--- src/rtl/branch_redirect_unit_pkg.sv ---
// ---------------------------------------------------------------------------
// branch_pkg
// Shared types and constants for the front-end PC sequencer.
//   br_kind_t : encoding of the resolved branch kind from the execute stage
//   state_t   : sequencer states (BOOT, RUN, FLUSH)
//   PC_STEP   : byte distance between sequential fetches
//   FLUSH_CNT_W : width of the squash counter (holds 1..7)
// ---------------------------------------------------------------------------
package branch_pkg;

    typedef enum logic [1:0] {
        BR_COND = 2'b00,
        BR_JIMM = 2'b01,
        BR_JREG = 2'b10,
        BR_RSVD = 2'b11
    } br_kind_t;

    typedef enum logic [1:0] {
        BOOT  = 2'b00,
        RUN   = 2'b01,
        FLUSH = 2'b10
    } state_t;

    localparam logic [31:0] PC_STEP     = 32'd4;
    localparam int unsigned FLUSH_CNT_W = 3;

endpackage

--- src/rtl/branch_redirect_unit_target.sv ---
// ---------------------------------------------------------------------------
// branch_target
// Purely combinational redirect target computation and alignment check.
// Ports:
//   i_br_kind     : branch kind (conditional, jump-imm, jump-reg, reserved)
//   i_br_pc       : PC of the branch instruction
//   i_br_offset   : sign-extended word offset (conditional / jump-imm)
//   i_br_reg      : register target (jump-reg)
//   o_target      : redirect address, always word aligned for jump-reg
//   o_misaligned  : jump-reg target had nonzero low bits
// ---------------------------------------------------------------------------
module branch_target
    import branch_pkg::*;
(
    input  br_kind_t    i_br_kind,
    input  logic [31:0] i_br_pc,
    input  logic [31:0] i_br_offset,
    input  logic [31:0] i_br_reg,
    output logic [31:0] o_target,
    output logic        o_misaligned
);

    // Word offset becomes a byte offset by dropping its top two bits; the
    // sum then wraps modulo 2^32 like every other PC computation.
    logic [31:0] w_relTarget;
    assign w_relTarget = i_br_pc + PC_STEP + {i_br_offset[29:0], 2'b00};

    // Jump-register targets are forced to word alignment; the dropped bits
    // are reported separately so the top level can flag the fault.
    always_comb begin
        o_target     = w_relTarget;
        o_misaligned = 1'b0;
        if (i_br_kind == BR_JREG) begin
            o_target     = {i_br_reg[31:2], 2'b00};
            o_misaligned = (i_br_reg[1:0] != 2'b00);
        end
    end

endmodule

--- src/rtl/branch_redirect_unit.sv ---
// ---------------------------------------------------------------------------
// branch_redirect_unit
// Front-end PC sequencer. Holds the fetch PC, steps it sequentially, accepts
// one resolved branch per cycle and, on a taken branch/jump, redirects the PC
// and squashes wrong-path fetches for FLUSH_CYCLES cycles.
// Ports:
//   i_clk, i_rst    : clock, synchronous active-high reset
//   i_stall         : fetch back-pressure, freezes sequential advance
//   i_br_valid      : resolved branch presented this cycle
//   i_br_kind       : 00 cond, 01 jump-imm, 10 jump-reg, 11 reserved
//   i_bcres         : condition result (conditional kind only)
//   i_br_pc         : PC of the branch
//   i_br_offset     : sign-extended word offset
//   i_br_reg        : register target
//   o_pc            : current fetch address
//   o_fetch_valid   : o_pc is a valid fetch
//   o_flush         : squash younger in-flight instructions
//   o_align_err     : sticky jump-register misalignment flag
//   o_taken_cnt     : count of taken redirects, wraps at 2^16
// ---------------------------------------------------------------------------
module branch_redirect_unit
    import branch_pkg::*;
#(
    parameter logic [31:0] PC_RESET     = 32'h0000_0000,
    parameter int unsigned FLUSH_CYCLES = 2
) (
    input  logic        i_clk,
    input  logic        i_rst,
    input  logic        i_stall,
    input  logic        i_br_valid,
    input  logic [1:0]  i_br_kind,
    input  logic        i_bcres,
    input  logic [31:0] i_br_pc,
    input  logic [31:0] i_br_offset,
    input  logic [31:0] i_br_reg,
    output logic [31:0] o_pc,
    output logic        o_fetch_valid,
    output logic        o_flush,
    output logic        o_align_err,
    output logic [15:0] o_taken_cnt
);

    localparam logic [FLUSH_CNT_W-1:0] FLUSH_LOAD = FLUSH_CNT_W'(FLUSH_CYCLES);

    br_kind_t               w_kind;
    logic                   w_taken;
    logic [31:0]            w_target;
    logic                   w_misaligned;

    state_t                 r_state;
    logic [31:0]            r_pc;
    logic                   r_fetchValid;
    logic                   r_flush;
    logic                   r_alignErr;
    logic [15:0]            r_takenCnt;
    logic [FLUSH_CNT_W-1:0] r_flushCnt;

    assign w_kind = br_kind_t'(i_br_kind);

    branch_target u_target (
        .i_br_kind    (w_kind),
        .i_br_pc      (i_br_pc),
        .i_br_offset  (i_br_offset),
        .i_br_reg     (i_br_reg),
        .o_target     (w_target),
        .o_misaligned (w_misaligned)
    );

    // Reserved kind never redirects; the condition result only matters for
    // conditional branches.
    always_comb begin
        w_taken = 1'b0;
        case (w_kind)
            BR_COND: w_taken = i_bcres;
            BR_JIMM: w_taken = 1'b1;
            BR_JREG: w_taken = 1'b1;
            default: w_taken = 1'b0;
        endcase
    end

    // Sequencer FSM. Every output is a register written alongside the state
    // so that what is visible after an edge already describes the new state.
    // A taken branch wins over stall. In FLUSH the counter holds the number
    // of squash cycles still to show including the current one, so leaving
    // when it reads 1 gives exactly FLUSH_CYCLES cycles of flush.
    always_ff @(posedge i_clk) begin
        if (i_rst) begin
            r_state      <= BOOT;
            r_pc         <= PC_RESET;
            r_fetchValid <= 1'b0;
            r_flush      <= 1'b0;
            r_alignErr   <= 1'b0;
            r_takenCnt   <= 16'd0;
            r_flushCnt   <= '0;
        end else begin
            case (r_state)
                BOOT: begin
                    r_state      <= RUN;
                    r_fetchValid <= 1'b1;
                end
                RUN: begin
                    if (i_br_valid && w_taken) begin
                        r_state      <= FLUSH;
                        r_pc         <= w_target;
                        r_fetchValid <= 1'b0;
                        r_flush      <= 1'b1;
                        r_takenCnt   <= r_takenCnt + 16'd1;
                        r_flushCnt   <= FLUSH_LOAD;
                        if (w_misaligned) begin
                            r_alignErr <= 1'b1;
                        end
                    end else if (!i_stall) begin
                        r_pc <= r_pc + PC_STEP;
                    end
                end
                FLUSH: begin
                    if (r_flushCnt <= FLUSH_CNT_W'(1)) begin
                        r_state      <= RUN;
                        r_fetchValid <= 1'b1;
                        r_flush      <= 1'b0;
                        r_flushCnt   <= '0;
                    end else begin
                        r_flushCnt <= r_flushCnt - FLUSH_CNT_W'(1);
                    end
                end
                default: begin
                    r_state      <= BOOT;
                    r_pc         <= PC_RESET;
                    r_fetchValid <= 1'b0;
                    r_flush      <= 1'b0;
                end
            endcase
        end
    end

    assign o_pc          = r_pc;
    assign o_fetch_valid = r_fetchValid;
    assign o_flush       = r_flush;
    assign o_align_err   = r_alignErr;
    assign o_taken_cnt   = r_takenCnt;

endmodule

--- config.mk ---
export PLATFORM = sky130hd
export DESIGN_NAME = branch_redirect_unit
export DESIGN_NICKNAME = d
export VERILOG_FILES = /design/src/rtl/branch_redirect_unit_pkg.sv /design/src/rtl/branch_redirect_unit_target.sv /design/src/rtl/branch_redirect_unit.sv
export SDC_FILE = /design/constraint.sdc
export NUM_CORES = 1
export LEC_CHECK = 0
export ABC_AREA = 1
export BUFFER_PORTS_ARGS = -buffer_cell sky130_fd_sc_hd__buf_2
export CORE_ASPECT_RATIO = 1.2
export CORE_MARGIN = 2
export CORE_UTILIZATION = 60
export DETAILED_ROUTE_END_ITERATION = 10
export PLACE_DENSITY = 0.88
export SYNTH_ARGS = -nofsm -noshare
export SYNTH_HDL_FRONTEND = slang
export SYNTH_HIERARCHICAL = 1
export SYNTH_SLANG_ARGS = --single-unit
--- constraint.sdc ---
create_clock -name i_clk -period 4.9 [get_ports i_clk]
set_input_delay 0.245 -clock i_clk [delete_from_list [all_inputs] [get_ports i_clk]]
set_output_delay 0.245 -clock i_clk [all_outputs]
set_load 0.02 [all_outputs]
### After elaboration in Yosys (flattened, before gate mapping)

Cells that the tools add are included.
W data, S select, Z words.

| word-level totals | value |
|---|---|
| bits in read-only memories | 0 |
| bits in latches | 0 |
| flip-flop bits (word level) | 56 |
| output and inout port bits | 51 |
| memories kept | 0 |
| memory bits (writable) | 0 |
| logic and storage cells | 53 |
| input port bits | 103 |

| operators by class | value |
|---|---|
| bitwise logic cells | 2 |
| divide/modulo/power cells | 0 |
| shift operators | 0 |
| $mul | 0 |
| muxes and demuxes | 18 |
| reductions and logical operators | 13 |
| add/subtract/negate cells | 5 |
| eq/ne operators | 7 |
| magnitude comparators | 1 |

Operator list:

| cell | number |
|---|---|
| $mux W32 | 3 |
| $add A32 B3 Y32 const B | 2 |
| $pmux W32 S2 | 1 |
| $add A32 B32 Y32 | 1 |
| $add A16 B1 Y16 const B | 1 |
| $reduce_and A2 Y1 | 4 |
| $mux W3 | 2 |
| $pmux W1 S3 | 2 |
| $pmux W2 S3 | 1 |
| $pmux W3 S2 | 1 |
| $reduce_and A3 Y1 | 2 |
| $mux W1 | 5 |
| $eq A2 B1 Y1 const B | 2 |
| $eq A2 B2 Y1 const B | 2 |
| $logic_not A2 Y1 | 2 |
| $mux W2 | 2 |
| $ne A2 B2 Y1 const B | 2 |
| $reduce_bool A2 Y1 | 2 |
| $reduce_or A2 Y1 | 2 |
| $le A3 B1 Y1 const B | 1 |
| $ne A3 B3 Y1 const B | 1 |
| $sub A3 B1 Y3 const B | 1 |
| $not A1 Y1 | 2 |
| $pmux W1 S2 | 1 |
| $logic_and A1 B1 Y1 | 1 |

### Longest topological paths before layout

Gate-level depths: netlist of the first run.

| logic depth | value |
|---|---|
| depth in word-level cells | 6 |
| gate-level depth with buffers | 16 |
| gate-level depth less buffers | 16 |

### By module

Netlist of the first run, hierarchy kept.

By module, submodules not included:

| module | area an instance (um^2) | sequential area each (um^2) | cells an instance | instances |
|---|---|---|---|---|
| branch_redirect_unit | 3478.3 | 1121.1 | 555 | 1 |
| branch_target | 2882.8 | 0.0 | 554 | 1 |

### Least setup slack after synthesis of the first run

No wires, ideal clock.

| timing | value |
|---|---|
| path kind | in2reg |
| start point | input i_br_pc[3] |
| end point | register r_pc[31], in the netlist o_pc[31] |
| stages on the path | 13 |
| setup slack | 2.752 ns |
| path buffers | 0 |
| data arrival time | 2.030 ns |
| data required time | 4.782 ns |
| library setup time | 0.118 ns |
| cells stage by stage | ha_1 -> ha_1 -> fa_1 -> nand3_1 -> nand3_1 -> nand3_1 -> nand3b_2 -> nand2_1 -> nand3_1 -> nand3_1 -> nand2_1 -> a21oi_1 -> a21oi_1 |

| between the ends | value |
|---|---|
| longest elaborated chain between the ends | 5 |

RTL lines:

| what | RTL line | source |
|---|---|---|
| start, declared | branch_redirect_unit.sv:33 | `input logic [31:0] i_br_pc,` |
| $add A32 B3 Y32 | branch_redirect_unit_target.sv:26 | `assign w_relTarget = i_br_pc + PC_STEP + {i_br_offset[29:0], 2'b00};` |
| $add A32 B32 Y32 | branch_redirect_unit_target.sv:26 |  |
| $mux W32 | branch_redirect_unit_target.sv:33 | `if (i_br_kind == BR_JREG) begin` |
| named net w_target[31] | branch_redirect_unit.sv:47 | `logic [31:0] w_target;` |
| $mux W32 | branch_redirect_unit.sv:102 | `if (i_br_valid && w_taken) begin` |
| $pmux W32 S2 | branch_redirect_unit.sv:96 | `case (r_state)` |
| end signal, assigned | branch_redirect_unit.sv:104 | `r_pc <= w_target;` |
| end signal, assigned | branch_redirect_unit.sv:113 | `r_pc <= r_pc + PC_STEP;` |
| end, declared | branch_redirect_unit.sv:51 | `logic [31:0] r_pc;` |

The timed path passes the listed nets, and every way through them passes these cells.
A chain may end at the register's enable or synchronous reset.

### Worst setup path after layout of the first run

| timing | value |
|---|---|
| start point | input i_br_kind[0] |
| end point | register r_pc[9], in the netlist o_pc[9] |

| between the ends | value |
|---|---|
| longest elaborated chain between the ends | 6 |
| elaborated cells between the ends (all ways) | 11 |
| classes of those cells | eq/ne (3); mux (4); reduce/logical (4) |

RTL lines:

| what | RTL line | source |
|---|---|---|
| start, declared | branch_redirect_unit.sv:31 | `input logic [1:0] i_br_kind,` |
| $eq A2 B1 Y1 / $eq A2 B2 Y1 (equally long branches) | branch_redirect_unit.sv:73, branch_redirect_unit_target.sv:33 |  |
| $reduce_or A2 Y1 (no line) | -- |  |
| $pmux W1 S2 | branch_redirect_unit.sv:73 | `case (w_kind)` |
| $logic_and A1 B1 Y1 | branch_redirect_unit.sv:102 |  |
| $mux W32 / $ne A3 B3 Y1 (equally long branches) | -- |  |
| $pmux W32 S2 / $reduce_and A2 Y1 (equally long branches) | -- |  |

Several ways; a longest one is shown, not always the timed one.

==> key figures, run 1 <==
Status
  • Status: complete, no violations

Worst setup path
  • Crit-path cells: buf_2 -> inv_1 -> ha_1 -> o21ai_2 -> nand2_2 -> o21ai_2 -> inv_1 -> nor2_1 -> nor2_1 -> nand2_1 -> inv_1
  • Crit path max fanout: 23
  • Reg2Reg Depth: 9
  • Slowest stage delay, CP: 0.77 ns
  • Crit path kind: in2reg
  • Most used cell along the critical path: inv_1
  • Startpoint type of the worst setup path: input pin
  • CP Capture Type: flip-flop
  • Worst EP required: 5.11 ns
  • Slowest library cell on the worst path: o21ai_2
  • Critical path arrival: 2.93 ns

Finish
  • Layout overhead on the synthesized area: 14.73%
  • Diode count: 0
  • Share of cells above drive strength 1: 15.84%
  • Number of fill cells in the layout: 980
  • Commonest non-fill, non-tap cell in the layout: nand2_1
  • Post-route cell area: 0.007298 mm²
  • Nets@finish: 1409
  • Most frequent cells in the layout: nand2_1 (402), inv_1 (163), buf_2 (151)

Timing
  • Slew of the pin with the lowest slew margin: 0.9171 ns
  • RSZ-0062 raised after global routing: no
  • Final max-slew violation count: 0
  • Hold Fails Final Rpt: 0
  • WHS: 0.2648 ns
  • Min cycle time layout: 2.722 ns
  • Setup_tns: 0 ns
  • Slew HR: 38.79%
  • Fin worst setup slack: 2.178 ns
  • # setup viols final: 0
  • Fmax: 367.4 MHz
  • Clock Skews: 0.008537 ns
  • Final period util: 55.55%

Clocking
  • CTS Hold Bufs: 0
  • Clock root buffer: clkbuf_16
  • Resized cells post-CTS: 0
  • Worst-path clk slew: 0.07 ns
  • CTS Sinks: 56
  • H-tree depth: 2
  • Bufs on Longest Clock Path: 2
  • Num CTS Buffers: 5
  • Clock latency on the worst-skew pair: 0.30 ns
  • Post-CTS Setup Bufs: 0
  • CTS tree: built

Pwr
  • Cell internal pwr: 0.9423 mW
  • Combinational share of power: 43.9%
  • Net Switching: 0.6682 mW
  • Sw Ratio: 41.49%
  • Part of the power in registers: 33.7%
  • Final total power: 1.611 mW
  • Clock share of power: 22.5%
  • Pleak: 3.997 nW
  • Power per cell area: 220.7 mW/mm²
  • Worst IR Drop VDD: 0.0001612 V

Global route
  • Pin count of the biggest net entering global routing: 51
  • Global route overflow: 0
  • GRT Util Overall: 28.38%
  • First-pass GRT wire length: 27350 µm
  • Initial antenna violation count: 0
  • Vias in the first global route: 6335

Yosys
  • Syn_nets: 1275
  • Sequential area share after synthesis: 17.62%
  • Yosys warnings: 6
  • Mapped Area: 0.006361 mm²
  • Yosys reg bits: 56
  • FFs w/ async S/R, synth: 0%
  • Library cells used by synthesis: 38
  • Ys flop type: dfxtp_1
  • Syn avg cell area: 5.736 µm²
  • Post-synth EDFFs: 0
  • Mapped Cells: 1109

Routing
  • Wirelength per Cell: 12.00 µm
  • DRT iter0 DRCs: 390
  • Drt drc: 0
  • Antenna Violating Nets Remaining: 0
  • Final WL: 16470 µm
  • DRT Pass-1 Iters: 5
  • Vias: 7265
  • Via density: 5.291
  • WL met2: 8293 µm
  • Wire length on met3: 1055 µm
  • M1 WL: 6767 µm
  • DR top layer: met4

Worst hold path
  • Hold Crit Class: in2reg
  • Hold Path Depth: 5

Die
  • Die Y: 116.8 µm
  • Row cnt: 41
  • Core area: 0.01041 mm²
  • Die Footprint: 0.01144 mm²
  • IO Count: 154
  • Starting density of the core: 61.08%
  • Die width: 98.00 µm

Flow run
  • Max_cap viols: 0

Placement
  • PortBufs: 151
  • Place WS: 1.868 ns
  • Dpl cell area: 0.007153 mm²
  • Post-DP HPWL: 13020 µm
  • GP Congestion: 0.9370
-- worst max-delay path, delay by kind of cell --
kind	cells	cell delay (ns)
fa+ha+maj	1	0.30
simple gates	4	0.62
buf+inv	4	0.69
compound gates	2	1.06
-- path summary, 6_finish.rpt --
| path | start | to | slack [ns] |
|---|---|---|---|
| max | i_br_kind[0] | o_pc[9]$_SDFFE_PP0P_ | 2.18 |
| min | i_br_pc[0] | o_pc[0]$_SDFFE_PP0P_ | 0.26 |
| max reg2reg | r_state[0]$_SDFFE_PP0P_ | o_pc[9]$_SDFFE_PP0P_ | 2.33 |
| min reg2reg | r_flushCnt[0]$_SDFFE_PP0P_ | r_flushCnt[0]$_SDFFE_PP0P_ | 0.46 |
-- routing by layer --
metal / GRT usage (%) / vias up
li1: - / 3777
met1: 33.76 / 3213
met2: 53.33 / 244
met3: 3.385 / 31
met4: 9.259 / 0
met5: 0 / -
-- state kept, by name, indices dropped and copies added, names as in the netlist --
register / flops
o_pc: 32
o_taken_cnt: 16
r_flushCnt: 3
r_state: 2
o_align_err: 1
o_fetch_valid: 1
o_flush: 1
-- stage by stage --
| step | util [%] | std cells |
|---|---|---|
| detailed placement | 68.69 | 1365 |
| global placement | 68.69 | 1365 |
| floorplan | - | 1109 |
| CTS | 70.08 | 1373 |
| finish | 70.08 | 1373 |
| global route | 70.08 | 1373 |
-- area by class of cell --
class	count	area [µm²]	share of cell area, %
flip-flops and latches	56	1121	15.36
inverters	166	623.1	8.538
clock buffers	6	128.9	1.766
well taps	129	161.4	2.212
multi-input cells	861	4477	61.34
clock inverters	2	16.27	0.2229
repair buffers	153	770.7	10.56
-- power groups by stage --
stage	logic [mW]	registers, mW	clock network (mW)
final	0.707	0.542	0.362
after global routing	0.805	0.549	0.381
after CTS	0.703	0.540	0.365
after detailed placement	0.697	0.551	0
after global placement	0.686	0.549	0
after floorplan	0.483	0.582	0
-- cells in the mapped netlist, drive strengths merged (2+ instances only) --
cell type,count,share of area (%)
and3,2,0.20
a21oi,87,6.8
xnor2,18,2.5
o21bai,3,0.35
nand2,409,24
nand4,16,1.6
xor2,8,1.1
nor3,5,0.39
clkinv,2,0.12
o211ai,3,0.35
nand3b,9,1.4
nand3,92,7.7
inv,164,9.7
ha,62,12
nor2,102,7.2
clkbuf,9,0.53
buf,17,1.8
o21ai,39,3.2
dfxtp,56,18
-- cell families (layout without fill, tap and decap cells) --
group,count (synthesis),count (layout),share of synthesized area (%)
XOR/XNOR,26,26,3.580
adder cells (fa/ha/maj),63,63,12.51
AO/OA/AOI/OAI,135,135,11.07
AND/OR/NAND/NOR,637,637,43.14
buffers and inverters,192,327,12.08
flip-flops,56,56,17.62
No activity file was read; power rests on OpenSTA's default activity.
==> run 2: changes to the inputs <==
Settings changed: CORE_UTILIZATION 60 to 56, PLACE_DENSITY 0.88 to 0.83.
Clock period 4.9 ns to 2.6 ns, I/O delays scaled along.
==> run 2 against run 1 <==
  * Core utilization shrank 3.5 points
  * Cell count grew 0.66%
  * Clock skew down 0.0014 ns
  * Count of clock-buffer cells in the layout did not move
  * Clock power grew 89%
  * Sequential share of layout area shrank 0.10 points
  * First-iteration DRC count down 26%
  * Combinational power is 91% higher
  * Hold slack lost 0.11 ns
  * Power grew 89%
  * Via count shrank 2.2%
  * Critical endpoint is now o_pc[23]$_SDFFE_PP0P_
  * Largest cell class unchanged
==> key figures, run 2 (synthesis results as in run 1) <==
Die
  • Die Y: 120.8 µm
  • Die width: 101.3 µm
  • Starting density of the core: 57.64%
  • Core area: 0.01104 mm²
  • Die Footprint: 0.01223 mm²
  • Row cnt: 42
  • IO Count: 154

Finish
  • FF+latch area: 0.001121 mm²
  • Post-route insts no fill: 1382
  • Layout overhead on the synthesized area: 15.50%
  • Number of fill cells in the layout: 1114
  • Diode count: 0
  • Commonest non-fill, non-tap cell in the layout: nand2_1
  • Final core utilization: 66.58%
  • Share of cells above drive strength 1: 16.24%
  • Most frequent cells in the layout: nand2_1 (402), inv_1 (163), buf_2 (151)
  • Max FFs per register: 32
  • Post-route cell area: 0.007347 mm²
  • Multi-input logic area: 0.004477 mm²
  • Nets@finish: 1415

Pwr
  • Worst IR Drop VDD: 0.0003153 V
  • Final total power: 3.051 mW
  • Power per cell area: 415.3 mW/mm²
  • Pleak: 4.026 nW

Status
  • Status: complete, no violations

Flow run
  • Max_cap viols: 0

Placement
  • PortBufs: 151
  • Dpl cell area: 0.007202 mm²
  • GP Congestion: 0.9154
  • Place WS: 0.2296 ns
  • Placed insts: 1374
  • Post-DP HPWL: 13350 µm

Timing
  • Setup_tns: 0 ns
  • # setup viols final: 0
  • Slew of the pin with the lowest slew margin: 0.9706 ns
  • Slew HR: 35.22%
  • Final max-slew violation count: 0
  • Final period util: 79.44%
  • Clock Skews: 0.007146 ns
  • Min cycle time layout: 2.065 ns
  • Hold Fails Final Rpt: 0
  • WHS: 0.1511 ns
  • RSZ-0062 raised after global routing: no
  • Fmax: 484.1 MHz
  • Fin worst setup slack: 0.5345 ns

Routing
  • Wirelength per Cell: 11.89 µm
  • Via density: 5.143
  • DRT Pass-1 Iters: 5
  • DRT iter0 DRCs: 290
  • Final WL: 16440 µm
  • Vias: 7107
  • Drt drc: 0
  • Antenna Violating Nets Remaining: 0

Worst setup path
  • FF-to-FF End: o_pc[1]$_SDFFE_PP0P_
  • Crit path kind: in2reg
  • CP Capture Type: flip-flop
  • Crit path max fanout: 4
  • Reg2Reg Depth: 9
  • Startpoint type of the worst setup path: input pin
  • Critical path arrival: 2.26 ns
  • Reg-to-reg slack, setup: 0.85 ns
  • Worst EP required: 2.80 ns
  • Crit Reg-Reg Startpoint: r_state[1]$_SDFFE_PP0P_

Global route
  • GRT Util Overall: 27.01%
  • First-pass GRT wire length: 27210 µm
  • Vias in the first global route: 6325
  • Initial antenna violation count: 0
  • Global route overflow: 0
  • Pin count of the biggest net entering global routing: 45

Clocking
  • Num CTS Buffers: 5
  • CTS Sinks: 56
  • Clock latency on the worst-skew pair: 0.30 ns
  • Post-CTS Setup Bufs: 0
  • Worst-path clk slew: 0.07 ns
  • Bufs on Longest Clock Path: 2
  • CTS tree: built
  • CTS Hold Bufs: 0
  • Clock root buffer: clkbuf_16
  • H-tree depth: 2
  • Resized cells post-CTS: 0

Worst hold path
  • Hold Crit Class: in2reg
  • Hold EP: o_pc[1]$_SDFFE_PP0P_
  • Hold path startpoint: i_br_pc[1]
  • Hold Path Depth: 5
run 2: layer usage:
metal | wire length (µm) | GRT usage (%) | share of wire [%] | up-vias
li1 | - | - | - | 3780
met1 | 7153 | 32.72 | 44 | 3132
met2 | 8226 | 50.00 | 50 | 177
met3 | 801 | 3.237 | 4.9 | 18
met4 | 256 | 6.334 | 1.6 | 0
met5 | 0 | 0 | 0 | -
run 2: cell type report:
class / count / area share (%)
Clock buffer: 6 / 1.754
Clock inverter: 2 / 0.2214
Inverter: 166 / 8.481
Multi-Input combinational cell: 861 / 60.93
Sequential cell: 56 / 15.26
Tap cell: 132 / 2.248
Timing Repair Buffer: 159 / 11.10
run 2: worst max-delay path: stages:
cell	delay (ns)
buf_2	0.10
ha_1	0.28
ha_1	0.24
fa_1	0.42
nand3_1	0.10
nand3_1	0.16
nand3_1	0.14
nand3b_2	0.14
nand2_1	0.11
nand3b_1	0.07
nand3_1	0.08
nand2_1	0.07
a21oi_1	0.13
a21oi_1	0.08
run 2: how the worst max path moves through the flow:
stage / startpoint / end / slack (ns) / cells after the start
3_5_place_dp: i_br_pc[3] / o_pc[23]$_SDFFE_PP0P_ / 0.23 / 14
3_3_place_gp: i_br_pc[3] / o_pc[31]$_SDFFE_PP0P_ / 0.25 / 14
6_report: i_br_pc[3] / o_pc[23]$_SDFFE_PP0P_ / 0.53 / 14
4_1_cts: i_br_pc[3] / o_pc[23]$_SDFFE_PP0P_ / 0.54 / 14
5_1_grt: i_br_pc[3] / o_pc[23]$_SDFFE_PP0P_ / 0.38 / 14
2_1_floorplan: i_br_pc[3] / o_pc[31]$_SDFFE_PP0P_ / 0.57 / 13
run 2: report_power, final:
group	switching [mW]	internal (mW)	leakage, nW
clock	0.325	0.360	0.0671
sequential	0.0924	0.928	0.457
combinational	0.849	0.497	3.50
total	1.27	1.79	4.03
